## config.mk

```make
export PLATFORM = sky130hd
export DESIGN_NAME = tdc_spi_init_flat
export DESIGN_NICKNAME = d
export VERILOG_FILES = /design/src/rtl/tdc_pkg.sv /design/src/rtl/tdc_spi_init_if.sv /design/src/rtl/tdc_spi_init_spi_shift16.sv /design/src/rtl/tdc_spi_init.sv /design/src/flat_wrapper.sv
export SDC_FILE = /design/constraint.sdc
export NUM_CORES = 1
export LEC_CHECK = 0
export ABC_AREA = 1
export ABC_CLOCK_PERIOD_IN_PS = 1700
export CAP_MARGIN = 20
export CORE_ASPECT_RATIO = 1.2
export CORE_UTILIZATION = 35
export DETAILED_ROUTE_END_ITERATION = 8
export GPL_TIMING_DRIVEN = 0
export MAX_ROUTING_LAYER = met4
export PLACE_DENSITY_LB_ADDON = 0.25
export SETUP_SLACK_MARGIN = 0.5
export SYNTH_ARGS = -nofsm -noshare
export SYNTH_HDL_FRONTEND = slang
export SYNTH_SLANG_ARGS = --single-unit
```

## constraint.sdc

```tcl
create_clock -name clk -period 1.7 [get_ports clk]
set_clock_uncertainty 0.15 [all_clocks]
set_input_delay 0.17 -clock clk [delete_from_list [all_inputs] [get_ports clk]]
set_output_delay 0.17 -clock clk [all_outputs]
set_load 0.01 [all_outputs]
```

## src/rtl/tdc_pkg.sv

```systemverilog
// tdc_pkg: TDC7200 register map, SPI command-byte layout and initialiser FSM states.
package tdc_pkg;

  localparam logic [5:0] ADDR_CONFIG1    = 6'h00;
  localparam logic [5:0] ADDR_CONFIG2    = 6'h01;
  localparam logic [5:0] ADDR_INT_STATUS = 6'h02;
  localparam logic [5:0] ADDR_INT_MASK   = 6'h03;

  localparam int   CMD_AUTO_INC_BIT = 7;
  localparam int   CMD_RW_BIT       = 6;
  localparam logic CMD_WRITE        = 1'b1;
  localparam logic CMD_READ         = 1'b0;

  typedef enum logic [2:0] {
    ST_IDLE,
    ST_CS_SETUP,
    ST_SHIFT,
    ST_CS_HOLD,
    ST_GAP,
    ST_DONE
  } tdc_state_e;

  // Auto-increment is never used: every register is addressed by its own frame.
  function automatic logic [7:0] cmd_byte(input logic rw, input logic [5:0] addr);
    logic [7:0] c;
    c                   = {2'b00, addr};
    c[CMD_RW_BIT]       = rw;
    c[CMD_AUTO_INC_BIT] = 1'b0;
    return c;
  endfunction

endpackage

```

## src/rtl/tdc_spi_init_if.sv

```systemverilog
// tdc_spi_init_if: control, status and SPI pins of one TDC initialiser channel.
interface tdc_spi_init_if;

  logic tdc_enable;
  logic soft_reset;
  logic pause;
  logic spi_miso;
  logic spi_csb;
  logic spi_sclk;
  logic spi_mosi;
  logic busy;
  logic init_done;
  logic init_error;

  modport master (
    output tdc_enable, soft_reset, pause, spi_miso,
    input  spi_csb, spi_sclk, spi_mosi, busy, init_done, init_error
  );

  modport slave (
    input  tdc_enable, soft_reset, pause, spi_miso,
    output spi_csb, spi_sclk, spi_mosi, busy, init_done, init_error
  );

endinterface

```

## src/rtl/tdc_spi_init_spi_shift16.sv

```systemverilog
// spi_shift16: one mode-0, MSB-first 16-bit SPI transfer; SCLK phases are CLK_DIV clk cycles each.
module spi_shift16
#(
  parameter int CLK_DIV = 4
)
(
  input  logic        clk,
  input  logic        rst,
  input  logic        i_clear,
  input  logic        i_load,
  input  logic        i_start,
  input  logic [15:0] i_tx,
  input  logic        i_miso,
  output logic        o_sclk,
  output logic        o_mosi,
  output logic        o_done,
  output logic [7:0]  o_rx
);

  localparam int CW = $clog2(CLK_DIV);

  logic [CW-1:0] r_phase;
  logic [4:0]    r_half;
  logic          r_run;
  logic          r_sclk;
  logic [15:0]   r_tx;
  logic [7:0]    r_rx;
  logic          w_phase_end;

  assign w_phase_end = (r_phase == CW'(CLK_DIV - 1));
  assign o_done      = r_run && w_phase_end && !r_sclk && (r_half == 5'd31);
  assign o_sclk      = r_sclk;
  assign o_mosi      = r_tx[15];
  assign o_rx        = r_rx;

  // Even half-phases are SCLK high, odd ones low; the 32nd (low) half-phase ends the transfer.
  always_ff @(posedge clk) begin
    if (rst || i_clear) begin
      r_phase <= '0;
      r_half  <= '0;
      r_run   <= 1'b0;
      r_sclk  <= 1'b0;
      r_tx    <= '0;
      r_rx    <= '0;
    end else begin
      if (i_load) begin
        r_tx <= i_tx;
      end
      if (i_start) begin
        r_run   <= 1'b1;
        r_sclk  <= 1'b1;
        r_phase <= '0;
        r_half  <= '0;
        r_rx    <= {r_rx[6:0], i_miso};
      end else if (r_run) begin
        if (!w_phase_end) begin
          r_phase <= r_phase + CW'(1);
        end else begin
          r_phase <= '0;
          if (r_sclk) begin
            r_sclk <= 1'b0;
            r_tx   <= {r_tx[14:0], 1'b0};
            r_half <= r_half + 5'd1;
          end else if (r_half == 5'd31) begin
            r_run <= 1'b0;
          end else begin
            r_sclk <= 1'b1;
            r_rx   <= {r_rx[6:0], i_miso};
            r_half <= r_half + 5'd1;
          end
        end
      end
    end
  end

endmodule

```

## src/rtl/tdc_spi_init.sv

```systemverilog
// tdc_spi_init: writes CONFIG2, INT_MASK, CONFIG1 into a TDC7200 on each accepted soft_reset edge.
// Define TDC_READBACK_EN to add a CONFIG2 readback frame that drives init_error.
module tdc_spi_init
  import tdc_pkg::*;
#(
  parameter int         CLK_DIV      = 4,
  parameter logic [7:0] CFG2_VAL     = 8'h40,
  parameter logic [7:0] INT_MASK_VAL = 8'h07,
  parameter logic [7:0] CFG1_VAL     = 8'h02
)
(
  input logic           clk,
  input logic           rst,
  tdc_spi_init_if.slave bus
);

  localparam int CW = $clog2(CLK_DIV);

`ifdef TDC_READBACK_EN
  localparam logic [1:0] LAST_TXN = 2'd3;
`else
  localparam logic [1:0] LAST_TXN = 2'd2;
`endif

  tdc_state_e    r_state;
  tdc_state_e    w_next;
  logic [CW-1:0] r_cnt;
  logic [1:0]    r_txn;
  logic          r_soft_prev;
  logic          r_init_done;

  logic          w_trigger;
  logic          w_phase_end;
  logic          w_load;
  logic          w_start;
  logic          w_abort;
  logic          w_accept;
  logic          w_finish;
  logic          w_txn_inc;
  logic [1:0]    w_load_idx;
  logic [15:0]   w_tx;
  logic          w_miso;
  logic          w_sclk;
  logic          w_mosi;
  logic          w_eng_done;
  logic [7:0]    w_rx;

  function automatic logic [15:0] frame_for(input logic [1:0] idx);
    logic [15:0] f;
    case (idx)
      2'd0:    f = {cmd_byte(CMD_WRITE, ADDR_CONFIG2), CFG2_VAL};
      2'd1:    f = {cmd_byte(CMD_WRITE, ADDR_INT_MASK), INT_MASK_VAL};
      2'd2:    f = {cmd_byte(CMD_WRITE, ADDR_CONFIG1), CFG1_VAL};
      default: f = {cmd_byte(CMD_READ, ADDR_CONFIG2), 8'h00};
    endcase
    return f;
  endfunction

  assign w_trigger   = bus.soft_reset && !r_soft_prev && bus.tdc_enable && !bus.pause;
  assign w_phase_end = (r_cnt == CW'(CLK_DIV - 1));
  assign w_load_idx  = w_accept ? 2'd0 : (r_txn + 2'd1);
  assign w_tx        = frame_for(w_load_idx);

  always_ff @(posedge clk) begin
    if (rst) begin
      r_state <= ST_IDLE;
    end else begin
      r_state <= w_next;
    end
  end

  // Losing tdc_enable overrides every transition and drops the sequence back to IDLE.
  always_comb begin
    w_next    = r_state;
    w_load    = 1'b0;
    w_start   = 1'b0;
    w_abort   = 1'b0;
    w_accept  = 1'b0;
    w_finish  = 1'b0;
    w_txn_inc = 1'b0;
    case (r_state)
      ST_IDLE: begin
        if (w_trigger) begin
          w_next   = ST_CS_SETUP;
          w_load   = 1'b1;
          w_accept = 1'b1;
        end
      end
      ST_CS_SETUP: begin
        if (w_phase_end) begin
          w_next  = ST_SHIFT;
          w_start = 1'b1;
        end
      end
      ST_SHIFT: begin
        if (w_eng_done) begin
          w_next = ST_CS_HOLD;
        end
      end
      ST_CS_HOLD: begin
        if (w_phase_end) begin
          w_next = ST_GAP;
        end
      end
      ST_GAP: begin
        if (w_phase_end) begin
          if (r_txn == LAST_TXN) begin
            w_next   = ST_DONE;
            w_finish = 1'b1;
          end else begin
            w_next    = ST_CS_SETUP;
            w_load    = 1'b1;
            w_txn_inc = 1'b1;
          end
        end
      end
      ST_DONE: w_next = ST_IDLE;
      default: w_next = ST_IDLE;
    endcase
    if (r_state != ST_IDLE && !bus.tdc_enable) begin
      w_next    = ST_IDLE;
      w_load    = 1'b0;
      w_start   = 1'b0;
      w_accept  = 1'b0;
      w_finish  = 1'b0;
      w_txn_inc = 1'b0;
      w_abort   = 1'b1;
    end
  end

  always_ff @(posedge clk) begin
    if (rst || (w_next != r_state)) begin
      r_cnt <= '0;
    end else begin
      r_cnt <= r_cnt + CW'(1);
    end
  end

  always_ff @(posedge clk) begin
    if (rst) begin
      r_soft_prev <= 1'b0;
      r_init_done <= 1'b0;
      r_txn       <= '0;
    end else begin
      r_soft_prev <= bus.soft_reset;
      if (w_accept) begin
        r_init_done <= 1'b0;
        r_txn       <= '0;
      end else if (w_txn_inc) begin
        r_txn <= r_txn + 2'd1;
      end
      if (w_finish) begin
        r_init_done <= 1'b1;
      end
    end
  end

`ifdef TDC_READBACK_EN
  logic r_init_error;

  always_ff @(posedge clk) begin
    if (rst || w_accept) begin
      r_init_error <= 1'b0;
    end else if (w_finish) begin
      r_init_error <= (w_rx != CFG2_VAL);
    end
  end

  assign bus.init_error = r_init_error;
  assign w_miso         = bus.spi_miso;
`else
  logic w_unused;

  assign w_unused       = ^{w_rx, bus.spi_miso};
  assign bus.init_error = 1'b0;
  assign w_miso         = 1'b0;
`endif

  spi_shift16 #(.CLK_DIV(CLK_DIV)) u_shift (
    .clk     (clk),
    .rst     (rst),
    .i_clear (w_abort),
    .i_load  (w_load),
    .i_start (w_start),
    .i_tx    (w_tx),
    .i_miso  (w_miso),
    .o_sclk  (w_sclk),
    .o_mosi  (w_mosi),
    .o_done  (w_eng_done),
    .o_rx    (w_rx)
  );

  assign bus.spi_csb   = !((r_state == ST_CS_SETUP) || (r_state == ST_SHIFT) || (r_state == ST_CS_HOLD));
  assign bus.spi_sclk  = w_sclk;
  assign bus.spi_mosi  = w_mosi;
  assign bus.busy      = (r_state != ST_IDLE) && (r_state != ST_DONE);
  assign bus.init_done = r_init_done;

endmodule

```

## src/flat_wrapper.sv

```systemverilog
// flat-port wrapper written by rule: the top's interface ports become plain ports
module tdc_spi_init_flat import tdc_pkg::*;
#(
  parameter int         CLK_DIV      = 4,
  parameter logic [7:0] CFG2_VAL     = 8'h40,
  parameter logic [7:0] INT_MASK_VAL = 8'h07,
  parameter logic [7:0] CFG1_VAL     = 8'h02
)
  (clk, rst, bus_tdc_enable, bus_soft_reset, bus_pause, bus_spi_miso, bus_spi_csb, bus_spi_sclk, bus_spi_mosi, bus_busy, bus_init_done, bus_init_error);
  tdc_spi_init_if bus_i ();
  input logic clk;
  input logic rst;
  input wire logic [$bits(bus_i.tdc_enable)-1:0] bus_tdc_enable;
  input wire logic [$bits(bus_i.soft_reset)-1:0] bus_soft_reset;
  input wire logic [$bits(bus_i.pause)-1:0] bus_pause;
  input wire logic [$bits(bus_i.spi_miso)-1:0] bus_spi_miso;
  output wire logic [$bits(bus_i.spi_csb)-1:0] bus_spi_csb;
  output wire logic [$bits(bus_i.spi_sclk)-1:0] bus_spi_sclk;
  output wire logic [$bits(bus_i.spi_mosi)-1:0] bus_spi_mosi;
  output wire logic [$bits(bus_i.busy)-1:0] bus_busy;
  output wire logic [$bits(bus_i.init_done)-1:0] bus_init_done;
  output wire logic [$bits(bus_i.init_error)-1:0] bus_init_error;
  assign bus_i.tdc_enable = bus_tdc_enable;
  assign bus_i.soft_reset = bus_soft_reset;
  assign bus_i.pause = bus_pause;
  assign bus_i.spi_miso = bus_spi_miso;
  assign bus_spi_csb = bus_i.spi_csb;
  assign bus_spi_sclk = bus_i.spi_sclk;
  assign bus_spi_mosi = bus_i.spi_mosi;
  assign bus_busy = bus_i.busy;
  assign bus_init_done = bus_i.init_done;
  assign bus_init_error = bus_i.init_error;
  tdc_spi_init #(.CLK_DIV(CLK_DIV), .CFG2_VAL(CFG2_VAL), .INT_MASK_VAL(INT_MASK_VAL), .CFG1_VAL(CFG1_VAL)) u_core (.clk(clk), .rst(rst), .bus(bus_i));
endmodule
```

==> results of run 1 <==
==> repair_timing <==
item                       CTS  global route
pin swaps                    8            45
resized for setup           44           136
setup buffers               21            17
hold buffers                 0             0
setup endpoints to repair   38            37
gates cloned                 0             2
hold endpoints to repair     0             0
==> cells in the mapped netlist <==
library cell and number:
buf_4 1, nand3_4 2, nand2_4 5, nor2_2 2, inv_2 2, ha_1 9, clkbuf_8 1, inv_1 28
nand2_1 55, a32oi_1 1, nand4_1 3, nand2_2 2, o21ai_0 11, dfxtp_1 34, a21oi_1 19, nor2_1 22
nor3_1 1, o211ai_1 3, xor2_1 1, or2_2 1, buf_6 1, o21ai_1 2, conb_1 1, or2_1 2
or2_0 1, buf_12 1, nand3_1 18
==> metal layers <==
metal	global-route usage (%)	vias up	routed length (um)
met3	3.49	8	112
met2	27.9	24	2510
met1	17.3	822	1950
met5	-	-	0
met4	7.17	0	94
li1	-	846	-
==> cell families after synthesis <==
group / share of synthesized area [%]
buffers and inverters: 9.68
other: 0.220
XOR/XNOR: 0.513
AO/OA/AOI/OAI: 11.2
adder cells (fa/ha/maj): 6.60
flip-flops: 39.9
AND/OR/NAND/NOR: 31.9
==> per-stage QoR <==
step	util, %	instance area [um2]
2_1_floorplan	-	1760
3_3_place_gp	41.4	1920
3_5_place_dp	41.4	1920
4_1_cts	49.1	2270
5_1_grt	61.8	2860
6_report	61.8	2860
==> flip-flops by register name, indices dropped and copies added (netlist names) <==
name	cells
u_core.r_cnt	2
u_core.r_state	3
u_core.u_shift.o_sclk	1
u_core.u_shift.r_phase	2
u_core.bus.init_done	1
u_core.u_shift.r_run	1
u_core.u_shift.r_tx	16
u_core.u_shift.r_half	5
u_core.r_soft_prev	1
u_core.r_txn	2
==> critical path, stage by stage (launching register included) <==
cell and delay (ns):
dfxtp_4 0.37, nor2_4 0.13, nand2_2 0.09, nand2_4 0.12, nand3_4 0.14, nand2_8 0.13
clkinvlp_4 0.21, a21oi_2 0.16, a21oi_1 0.07
==> final cells by class <==
cell class	instances	area (um2)	share of cell area, %
Tap cell	58	72.6	2.54
Inverter	30	156	5.47
Multi-Input combinational cell	162	1320	46.0
Sequential cell	34	706	24.7
Buffer	4	62.6	2.19
Timing Repair Buffer	48	467	16.3
Clock buffer	6	72.6	2.54
Clock inverter	2	10.0	0.350
==> report_power, final <==
part	leakage, uW	total (uW)	internal, uW	switching (uW)
clock	0.0000450	576	284	292
sequential	0.000282	822	809	13.9
combinational	0.000846	215	94.4	120
total	0.00117	1610	1190	426
==> worst paths after layout <==
path | startpoint | to | cells after the start
max | u_core.r_state[1]$_SDFF_PP0_ | u_core.u_shift.r_tx[6]$_SDFF_PP0_ | 8
min | u_core.r_cnt[0]$_SDFF_PP0_ | u_core.r_cnt[0]$_SDFF_PP0_ | 1
max reg2reg | u_core.r_state[1]$_SDFF_PP0_ | u_core.u_shift.r_tx[6]$_SDFF_PP0_ | 8
min reg2reg | u_core.r_cnt[0]$_SDFF_PP0_ | u_core.r_cnt[0]$_SDFF_PP0_ | 1
==> summary.txt, run 1 <==
Final Hold Vio Count = 0
clock tree buffer depth = 2
final worst slack = 0.0305 ns
startpoint types = register
post-DP HPWL = 2270 um
Vias = 1700
mapped cell area = 0.00171 mm2
#FFs+latches synth = 34
Port Buffers = 9
CP Capture Type = register
post-layout min period = 1.67 ns
H-tree Lvls = 2
DRC violations left = 0
reg-to-reg slack, setup = 0.03 ns
die area = 0.00516 mm2
post-synth top area share = 39.9%
most common cell after layout, fill and taps aside = nand2_1
# placed instances = 296
initial antenna violation count = 0
Pleak = 0.00117 uW
final setup vio count = 0
TritonRoute pass-1 iters = 4
status = complete, no violations
Routed WL = 4680 um
Post-Synthesis Cells = 229
gr usage total = 16.1%
share of layout cells above drive strength 1 = 59.8%
number of global-route vias before repair = 1548
Synthesis Warnings = 0
final non-filler cell total = 344
Nets = 300
Unique masters post-synth = 27
Top Ports = 12
Max-Cap Viols = 0
Setup TNS = 0 ns
clk_lat worst skew = 0.28 ns
CTS tree = yes
top post-synthesis cells by area = dfxtp_1, nand2_1, ha_1, inv_1, a21oi_1
DR iter-0 viols = 48
most frequent cells in the layout = nand2_1, dfxtp_1, nand2_4
Fill cells = 368
starting density of the core = 36.9%
Worst Path Required = 1.73 ns
fmax = 599 MHz
Std-Cell Core Area = 0.00463 mm2
hold slack = 0.276 ns
via-per-instance ratio = 4.94
pwr/cell area = 564 mW/mm2
remaining antenna violation count = 0
RSZ-0062 raised after global routing = yes
Seq/Total Area, Yosys = 39.9%
global-route wire length before repair = 6310 um
crit path DAT = 1.70 ns
Sink Count = 34
Final Max Tran Viols = 0
WL/cell = 13.6 um
Post-Place Setup Slack = -0.233 ns
Placer Congestion = 0.850
worst vdd ir = 0.558 mV
worst-path maximum fanout = 7
Die H = 78.5 um
biggest area consumer among synthesized cells = dfxtp_1
# diodes = 0
synthesized net count = 244
Layout area overhead = 67.7%
Rows = 27
Reg clk slew, reported paths = 0.07 ns
min-delay worst type = reg2reg
crit share post-route = 98.2%
crit path kind = reg2reg
overall power = 1610 uW
aggregate global routing overflow = 0
Post-Syn Area per Cell = 7.45 um2
die width = 65.7 um
clock root cell = clkbuf_8
CTS buffer count = 5
pin count of the biggest net entering global routing = 12
Power figures use the tool's default switching activity.
==> inputs of run 2 (changes only) <==
--- a/config.mk
+++ b/config.mk
@@ -7,10 +7,11 @@
 export LEC_CHECK = 0
 export ABC_AREA = 1
 export ABC_CLOCK_PERIOD_IN_PS = 1700
-export CAP_MARGIN = 20
 export CORE_ASPECT_RATIO = 1.2
+export CORE_MARGIN = 10
 export CORE_UTILIZATION = 35
 export DETAILED_ROUTE_END_ITERATION = 8
+export GPL_ROUTABILITY_DRIVEN = 0
 export GPL_TIMING_DRIVEN = 0
 export MAX_ROUTING_LAYER = met4
 export PLACE_DENSITY_LB_ADDON = 0.25
==> run 2 against run 1 <==
Effect of this change: sequential power about the same; design area down 1.4%; wire length decreased by 7.7%; via count shrank 4.2%; worst hold slack gained 0.0054 ns; non-clock buffer count shrank 5; fmax rose by 1.2%; highest routed layer unchanged.
==> summary.txt, run 2 (synthesized netlist as in run 1, its figures left out) <==
startpoint types = register (unchanged)
Max-Cap Viols = 0 (unchanged)
fmax = 606 MHz (was 599 MHz)
Nets = 295 (was 300)
reg2reg start = u_core.r_state[1]$_SDFF_PP0_ (unchanged)
Biggest register = u_core.u_shift.r_tx (unchanged)
most frequent cells in the layout = nand2_1, dfxtp_1, buf_4 (was nand2_1, dfxtp_1, nand2_4)
reg-to-reg slack, setup = 0.05 ns (was 0.03 ns)
CTS buffer count = 5 (unchanged)
worst-path maximum fanout = 7 (unchanged)
clock tree buffer depth = 2 (unchanged)
hold wc startpoint = bus_soft_reset (was u_core.r_cnt[0]$_SDFF_PP0_)
Die H = 96.5 um (was 78.5 um)
crit path kind = reg2reg (unchanged)
Pleak = 0.00116 uW (was 0.00117 uW)
fin area = 0.00282 mm2 (was 0.00286 mm2)
die area = 0.00808 mm2 (was 0.00516 mm2)
via-per-instance ratio = 4.81 (was 4.94)
min-delay worst type = in2reg (was reg2reg)
die width = 83.7 um (was 65.7 um)
RSZ-0062 raised after global routing = yes (unchanged)
global-route wire length before repair = 6220 um (was 6310 um)
overall power = 1730 uW (was 1610 uW)
worst vdd ir = 0.392 mV (was 0.558 mV)
Reg clk slew, reported paths = 0.07 ns (about the same)
dpl cell area = 0.00192 mm2 (unchanged)
most common cell after layout, fill and taps aside = nand2_1 (unchanged)
post-layout min period = 1.65 ns (was 1.67 ns)
crit path DAT = 1.68 ns (was 1.70 ns)
final setup vio count = 0 (unchanged)
pwr/cell area = 614 mW/mm2 (was 564 mW/mm2)
crit share post-route = 97.1% (was 98.2%)
Final Max Tran Viols = 0 (unchanged)
Hold Path Sink = u_core.r_soft_prev$_SDFF_PP0_ (was u_core.r_cnt[0]$_SDFF_PP0_)
aggregate global routing overflow = 0 (unchanged)
Vias = 1629 (was 1700)
Layout area overhead = 65.2% (was 67.7%)
initial antenna violation count = 0 (unchanged)
Post-Place Setup Slack = -0.237 ns (was -0.233 ns)
CP Capture Type = register (unchanged)
Sink Count = 34 (unchanged)
Worst Path Required = 1.73 ns (about the same)
Hold-fix buffers, CTS = 0 (unchanged)
# diodes = 0 (unchanged)
H-tree Lvls = 2 (unchanged)
number of global-route vias before repair = 1473 (was 1548)
final worst slack = 0.0498 ns (was 0.0305 ns)
post-DP HPWL = 2360 um (was 2270 um)
Port Buffers = 9 (unchanged)
DR iter-0 viols = 50 (was 48)
clk_lat worst skew = 0.29 ns (was 0.28 ns)
CTS tree = yes (unchanged)
Rows = 27 (unchanged)
gr usage total = 9.38% (was 16.1%)
hold path depth = 3 (was 1)
Top Ports = 12 (unchanged)
clock root cell = clkbuf_8 (unchanged)
Routed WL = 4320 um (was 4680 um)
R2R depth = 8 (unchanged)
DRC violations left = 0 (unchanged)
Final Hold Vio Count = 0 (unchanged)
Crit Reg-Reg Endpoint = u_core.u_shift.r_tx[6]$_SDFF_PP0_ (unchanged)
remaining antenna violation count = 0 (unchanged)
Fill cells = 376 (was 368)
Std-Cell Core Area = 0.00466 mm2 (was 0.00463 mm2)
WL/cell = 12.7 um (was 13.6 um)
starting density of the core = 36.6% (was 36.9%)
share of layout cells above drive strength 1 = 56.9% (was 59.8%)
pin count of the biggest net entering global routing = 11 (was 12)
Largest regs = u_core.u_shift.r_tx (16), u_core.u_shift.r_half (5), u_core.r_state (3) (unchanged)
TritonRoute pass-1 iters = 5 (was 4)
max reg flops = 16 (unchanged)
status = complete, no violations (unchanged)
## run 2: repair_timing
| item | 4_1_cts | 5_1_grt |
|---|---|---|
| pin swaps | 14 | 37 |
| endpoints found under the setup margin | 38 | 37 |
| resized for setup | 44 | 117 |
| setup buffers | 16 | 17 |
| gates cloned | 1 | 1 |
## run 2: area by class of cell
cell class              instances  area, um2  share of cell area [%]
flip-flops and latches         34        698                    24.8
clock buffers                   8        110                    3.90
repair buffers                 43        418                    14.8
inverters                      30        136                    4.84
multi-input cells             162       1330                    47.1
plain buffers                   4       57.6                    2.04
well taps                      58       72.6                    2.57
## run 2: worst max path at each step
| stage | start | to | slack (ns) | cells after the start |
|---|---|---|---|---|
| 2_1_floorplan | u_core.u_shift.r_half[1]$_SDFFE_PP0P_ | u_core.r_cnt[0]$_SDFF_PP0_ | 0.12 | 13 |
| 3_3_place_gp | bus_pause | u_core.u_shift.r_tx[6]$_SDFF_PP0_ | -0.21 | 11 |
| 3_5_place_dp | bus_pause | u_core.u_shift.r_tx[6]$_SDFF_PP0_ | -0.24 | 11 |
| 4_1_cts | u_core.u_shift.r_phase[0]$_SDFFE_PP0P_ | u_core.u_shift.r_tx[13]$_SDFF_PP0_ | 0.05 | 7 |
| 5_1_grt | u_core.u_shift.r_half[1]$_SDFFE_PP0P_ | u_core.r_cnt[0]$_SDFF_PP0_ | -0.05 | 13 |
| 6_report | u_core.r_state[1]$_SDFF_PP0_ | u_core.u_shift.r_tx[6]$_SDFF_PP0_ | 0.05 | 8 |
## run 2: stage by stage
stage	hold slack [ns]	cells	utilization [%]	setup TNS, ns
6_report	0.281	339	60.5	0
5_1_grt	0.295	339	60.5	-0.162
4_1_cts	0.280	321	48.5	0
3_5_place_dp	0.263	296	41.1	-1.29
3_3_place_gp	0.261	296	41.1	-1.27
2_1_floorplan	0.0827	229	-	0
## run 2: routing by layer
metal	routed length, um	GRT usage [%]	up-vias
li1	-	-	839
met2	2340	16.6	19
met3	122	2.85	6
met5	0	-	-
met4	53	3.49	0
met1	1800	9.77	765
## run 2: critical path, stage by stage, from the launching register on
cell        delay (ns)
dfxtp_4           0.37
nor2_4            0.12
nand2_2           0.08
nand2_4           0.11
nand3_4           0.15
nand2_8           0.12
clkinvlp_4        0.21
a21oi_2           0.16
a21oi_1           0.07
## run 2: power by group
group	switching [uW]	leakage (uW)	internal (uW)	total [uW]
Clock	295	0.0000575	409	704
Sequential	14.2	0.000281	811	825
Combinational	112	0.000820	90.5	203
Total	421	0.00116	1310	1730
